**src/rtl/bcd_display_sched.sv**
```systemverilog
// Shared binary-to-BCD converter for the score display: arbitrates two requesters
// and runs a WIDTH-cycle shift-add-3 conversion, holding the digits between updates.

module bcd_add3 (
    input  logic [3:0] i_nib,
    output logic [3:0] o_nib
);
    assign o_nib = (i_nib >= 4'd5) ? i_nib + 4'd3 : i_nib;
endmodule

module bcd_display_sched #(
    parameter int WIDTH  = 7,
    parameter int DIGITS = 3
) (
    input  logic                  clk,
    input  logic                  reset,
    input  logic                  req_a,
    input  logic [WIDTH-1:0]      val_a,
    input  logic                  req_b,
    input  logic [WIDTH-1:0]      val_b,
    output logic                  ack_a,
    output logic                  ack_b,
    output logic                  busy,
    output logic                  done,
    output logic                  valid,
    output logic                  src,
    output logic [4*DIGITS-1:0]   digits
);
    localparam int BW = 4 * DIGITS;
    localparam int CW = $clog2(WIDTH + 1);

    typedef enum logic [1:0] {S_IDLE, S_CONV, S_DONE} state_t;

    state_t           r_state, w_next;
    logic [WIDTH-1:0] r_sreg;
    logic [BW-1:0]    r_bcd;
    logic [BW-1:0]    w_adj;
    logic [CW-1:0]    r_count;
    logic             r_last;     // 1 = B was granted last
    logic             r_gnt_id;
    logic             r_ack_a, r_ack_b, r_done, r_valid, r_src;
    logic [BW-1:0]    r_digits;
    logic             w_take;
    logic             w_gnt_b;
    logic             w_unused_carry;

    genvar g;
    generate
        for (g = 0; g < DIGITS; g++) begin : g_dig
            bcd_add3 u_add3 (
                .i_nib (r_bcd[4*g +: 4]),
                .o_nib (w_adj[4*g +: 4])
            );
        end
    endgenerate

    // The adjusted top bit is shifted out; valid parameters keep it zero.
    assign w_unused_carry = w_adj[BW-1];

    // On a tie, B wins only if A was served last.
    assign w_gnt_b = req_b & (~req_a | ~r_last);

    always_comb begin
        w_next = r_state;
        w_take = 1'b0;
        case (r_state)
            S_IDLE: begin
                if (req_a || req_b) begin
                    w_next = S_CONV;
                    w_take = 1'b1;
                end
            end
            S_CONV: begin
                if (r_count == CW'(1)) w_next = S_DONE;
            end
            S_DONE:  w_next = S_IDLE;
            default: w_next = S_IDLE;
        endcase
    end

    always_ff @(posedge clk) begin
        if (reset) r_state <= S_IDLE;
        else       r_state <= w_next;
    end

    always_ff @(posedge clk) begin
        if (reset) begin
            r_sreg   <= '0;
            r_bcd    <= '0;
            r_count  <= '0;
            r_last   <= 1'b1;
            r_gnt_id <= 1'b0;
            r_ack_a  <= 1'b0;
            r_ack_b  <= 1'b0;
            r_done   <= 1'b0;
            r_valid  <= 1'b0;
            r_src    <= 1'b0;
            r_digits <= '0;
        end else begin
            r_ack_a <= w_take & ~w_gnt_b;
            r_ack_b <= w_take & w_gnt_b;
            r_done  <= (r_state == S_DONE);
            if (w_take) begin
                r_sreg   <= w_gnt_b ? val_b : val_a;
                r_bcd    <= '0;
                r_count  <= CW'(WIDTH);
                r_gnt_id <= w_gnt_b;
                r_last   <= w_gnt_b;
            end
            if (r_state == S_CONV) begin
                {r_bcd, r_sreg} <= {w_adj[BW-2:0], r_sreg, 1'b0};
                r_count         <= r_count - CW'(1);
            end
            if (r_state == S_DONE) begin
                r_digits <= r_bcd;
                r_src    <= r_gnt_id;
                r_valid  <= 1'b1;
            end
        end
    end

    assign ack_a  = r_ack_a;
    assign ack_b  = r_ack_b;
    assign busy   = (r_state != S_IDLE);
    assign done   = r_done;
    assign valid  = r_valid;
    assign src    = r_src;
    assign digits = r_digits;
endmodule
```
**config.mk**
```make
export PLATFORM = sky130hd
export DESIGN_NAME = bcd_display_sched
export DESIGN_NICKNAME = d
export VERILOG_FILES = /design/src/rtl/bcd_display_sched.sv
export SDC_FILE = /design/constraint.sdc
export NUM_CORES = 1
export LEC_CHECK = 0
export ABC_AREA = 1
export BUFFER_PORTS_ARGS = -buffer_cell sky130_fd_sc_hd__clkbuf_2
export CAP_MARGIN = 5
export CORE_MARGIN = 2
export CORE_UTILIZATION = 45
export DETAILED_ROUTE_END_ITERATION = 7
export HOLD_SLACK_MARGIN = 0.02
export PLACE_DENSITY_LB_ADDON = 0.1
export SLEW_MARGIN = 40
export SYNTH_ARGS = -nofsm -noshare
export SYNTH_HDL_FRONTEND = slang
export SYNTH_SLANG_ARGS = --single-unit
```
**constraint.sdc**
```tcl
create_clock -name clk -period 4 [get_ports clk]
set_clock_uncertainty 0.15 [all_clocks]
set_input_delay 0.6 -clock clk [delete_from_list [all_inputs] [get_ports clk]]
set_output_delay 0.6 -clock clk [all_outputs]
set_load 0.1 [all_outputs]
```
# [Word-level counts from Yosys, hierarchy flattened]
# Cells that the tools add are included.
[word_totals] register_bits=43 latchBits=0 ramBits=0 rom_bits=0 mem_count=0
[op_classes] add_sub_neg=4 mul=0 div=0 n_lt_le_gt_ge=3 n_eq_ne=5 shift=0 mux=15 n_bitwise=7 reduce_logical=6
[ops] cell="12-bit 2-to-1 mux" count=2
[ops] cell="7-bit 2-to-1 mux" count=3
[ops] cell="4-bit by 3-bit greater-or-equal comparator with 1-bit output, second input constant" count=3
[ops] cell="3-bit 2-to-1 mux" count=3
[ops] cell="4-bit by 2-bit adder with 4-bit output, second input constant" count=2
[ops] cell="4-bit 2-to-1 mux" count=2
[ops] cell="2-bit 2-to-1 mux" count=2
[ops] cell="2-bit != test, second input constant" count=2
[ops] cell="2-bit case mux with 2 select lines" count=1
[ops] cell="2-bit nonzero test" count=2
[ops] cell="3-bit by 2-bit adder with 3-bit output, second input constant" count=1
[ops] cell="1-bit bitwise AND" count=3
[ops] cell="3-bit by 1-bit == test with 1-bit output, second input constant" count=1
[ops] cell="1-bit NOT" count=3
[ops] cell="3-bit by 1-bit subtractor with 3-bit output, second input constant" count=1
[ops] cell="2-bit by 1-bit == test with 1-bit output, second input constant" count=1
[ops] cell="2-bit == test, second input constant" count=1
[ops] cell="2-bit zero test" count=1
[ops] cell="1-bit 2-to-1 mux" count=2
[ops] cell="2-bit AND reduction" count=1
[ops] cell="2-bit OR reduction" count=1
[ops] cell="1-bit logical OR" count=1
[ops] cell="1-bit OR" count=1

# [Logic depth before layout (Yosys ltp)]
[logic_depth] ltp_word=6 mapped_depth=9 ltp_nobuf=9

# [Cells and area by module]
# From an unflattened synthesis, not the netlist that was laid out.
[hier_totals] cells_unflattened=303 area_unflattened_um2=2248.4
[modules_own_cells] mod="bcd_display_sched" instances=1 cells_per_inst=234 area_each_um2=1843.0 seq_area_each_um2=860.8
[modules_own_cells] mod="bcd_add3" instances=3 cells_per_inst=23 area_each_um2=135.1 seq_area_each_um2=0.0

# [Worst setup path after synthesis]
# No wires, ideal clock.
[synth_timing] path_type="reg2out" from="register r_state[0]" to="output port busy" t_arrival_ns=1.153 setup_slack_ns=2.097 stages_incl_launch_ff=3 cell_sequence="dfxtp_1 -> inv_1 -> nand2_1"
[synth_between] elab_chain_len=1
[synth_lines] item="start: declaration" line_no="34" rtl="state_t r_state, w_next;"
[synth_lines] item="start signal: assignment" line_no="83" rtl="else r_state <= w_next;"
[synth_lines] item="2-bit nonzero test" line_no="124" rtl="assign busy = (r_state != S_IDLE);"
[synth_lines] item="end: declaration" line_no="23" rtl="output logic busy,"
# Every way passes these cells.

# [Worst setup path in the final report]
# Ends and elaborated chain as after synthesis.

==> impl_results.md <==
- RSZ-0062 raised after global routing: no
- Clock buffer depth: 2
- Vias per inst: 5.003
- Root buf cell: clkbuf_8
- DRT Pass-1 Iters: 4
- CP max-delay cell: dfxtp_1
- Syn_nets: 303
- Min-Delay Path Class: flip-flop to flip-flop
- Yosys reg bits: 43
- Grt total ovfl: 0
- CP top delay family: buffers and inverters
- Final instance area: between 2000 and 2500 sq um
- Final setup viols: 0
- Initial DRC Count: 81
- Max-slew violation count: 0
- DRC: 0
- Vias in the first global route: 1,619
- Routed Antenna Nets: 0
- Net Sw Power: 0.2860 mW
- WP data required: 3.25 ns
- Finished Layout Cells: 363
- Synth cell types: 23
- CTS Sinks: 43
- FFs w/ async S/R, synth: 0%
- Sequential-to-total area share from yosys stat: 42.52%
- Synth area leaders: dfxtp_1 (43%), nand2_1 (11%), nor2_1 (7.0%)
- FMAX: 481.7 MHz
- Post-synth top area share: around 43%
- N_diodes: 0
- CP max FO: 3
- Peak VDD IR: ~0.18 mV
- Leak pwr: 1.077 nW
- Cell Area, Placed: 2201 sq um
- CP endpoint kind: primary output
- Worst Max-Slew Pin Slew: ~0.55 ns
- Die area: 5051 sq um
- GPL Wtd Cong: just under 0.8
- Routed wire length: about 4 mm
- Crit-path cells: inv_1, nand2_1, clkbuf_2
- Initial antenna violation count: 0
- Clk slew on worst S/H paths: 0.08 ns
- Die Width: 71.07 um
- Ys Warns: 0
- Crit path DAT: around 1.3 ns
- Die Height: 71.07 um
- Max Cap Violations: 0
- Crit path launch type: flip-flop
- P&R area growth vs syn: 13.66%
- Period minus WS final: 2.076 ns
- Fin nets: 336
- Final HPWL DP: 2.847 mm
- Area leader, netlist: dfxtp_1
- CTS Buf Count: 5
- First-pass GRT wire length: 6.837 mm
- Outcome: completed
- CP max stage delay: 0.44 ns
- Tot GR Track Use: 16.82%
- Post-CTS setup buffers: 0
- IO Count: 36
- Synth Flop Type: dfxtp_1
- Post-synth EDFFs: 0
- Clock share of power: 32.2%
- Sw Share: 30.57%
- Cell Rows: 24
- TritonCTS clock tree: yes
- Worst slew margin: 63.64%
- Initial core utilization: 46.49%
- Clock Latency Late Sink: slightly below 0.3 ns
- Avg WL per Cell: 11.24 um
- Fin Setup TNS: 0 ns
- Core footprint: 4354 sq um
- Syn_area_per_cell: 7.308 sq um
- Worst path bufs/invs: 2
- Input/output buffers: 35
- Int Pwr: 0.6497 mW
- Pin count of the biggest net entering global routing: 28
- Period utilization: between 50% and 60%
- Layout cells sized above 1: 18.65%
- Most frequent cell after synthesis: nand2_1
- CTS H-tree depth: 2
- Vias: 1,816
- Cells after Synth: roughly 280
- Ratio of total power to cell area: 406.6 nW/um^2
- Cts hold-fix bufs: 0
- Post-Syn Area: 2024 sq um
- Sequential share of power: between 40 and 50%
- Logic pwr share: a little under a fifth
- Critical path class: flip-flop to primary output
- Commonest cells in the netlist: nand2_1 (60), dfxtp_1 (43), nor2_1 (38)
- Final hold viol count: 0
- Post-CTS Resized: 0
- Placed cells: 355
- Fill count: 439
## tightest hold or removal path, cell delays in order (launching register included)
cell	delay, ns
dfxtp_1	0.32
nand2_1	0.06
a21oi_1	0.05
## through the flow
stage          hold WS (ns)  power, mW  util, %  worst slack [ns]
2_1_floorplan        0.2787     0.6164        -             2.097
3_3_place_gp         0.3015     0.6460    50.55             2.058
3_5_place_dp         0.3062     0.6469    50.55             2.009
4_1_cts              0.3183     0.9495    52.84             1.904
5_1_grt              0.3346     0.9812    52.84             1.848
6_report             0.3219     0.9356    52.84             1.924
## cell type report
cell class / instances / area, sq um / share of cell area [%]
inverter: 29 / 111.4 / 4.840
timing repair buffer: 35 / 175.2 / 7.613
tap: 52 / 65.06 / 2.828
multi-input combinational: 196 / 988.4 / 42.96
clock buffer: 8 / 100.1 / 4.350
sequential: 43 / 860.8 / 37.41
## cell families after synthesis
kind of cell | Yosys count | share of synthesized area, %
compound gates | 50 | 13.54
buf+inv | 38 | 8.652
fa+ha+maj | 8 | 4.945
flops | 43 | 42.52
simple gates | 138 | 30.35
## placed cells by master (no fill, tap or decap)
master and n:
a21oi_1 23, a21oi_2 3, clkbuf_1 1, clkbuf_2 35, clkbuf_8 7, dfxtp_1 43, ha_1 8, inv_1 23
inv_2 5, inv_4 1, nand2_1 60, nand2_2 2, nand2_4 4, nand3_1 23, nand4_1 9, nor2_1 38
nor2_4 1, nor4_1 1, o211ai_1 5, o21ai_0 18, o21ai_1 1
## power groups by stage
stage | clock (mW) | sequential [mW] | combinational [mW]
after floorplan | 0 | 0.510 | 0.107
after global placement | 0 | 0.473 | 0.173
after detailed placement | 0 | 0.473 | 0.174
after CTS | 0.312 | 0.463 | 0.174
after global routing | 0.326 | 0.465 | 0.190
final | 0.301 | 0.463 | 0.171
## per-layer routing
layer / wire length (um) / GRT usage, % / vias up
li1: - / - / 968
met3: 195 / 4.274 / 4
met4: 37 / 5.451 / 0
met1: 1959 / 20.99 / 807
met5: 0 / 0 / -
met2: 1888 / 28.45 / 37
## flip-flops by register name, indices dropped and copies added (netlist names), 2 cells and up
name	flops
digits	12
r_bcd	12
r_count	3
r_sreg	7
r_state	2
## worst paths after layout
kind	to	slack, ns	start	depth (start not counted)
setup / recovery	busy	1.92	r_state[0]	3
hold / removal	r_sreg[0]	0.32	r_sreg[0]	2
setup reg to reg	r_bcd[8]	2.50	r_bcd[4]	9
hold reg to reg	r_sreg[0]	0.32	r_sreg[0]	2
No activity file was read; power rests on OpenSTA's default activity.
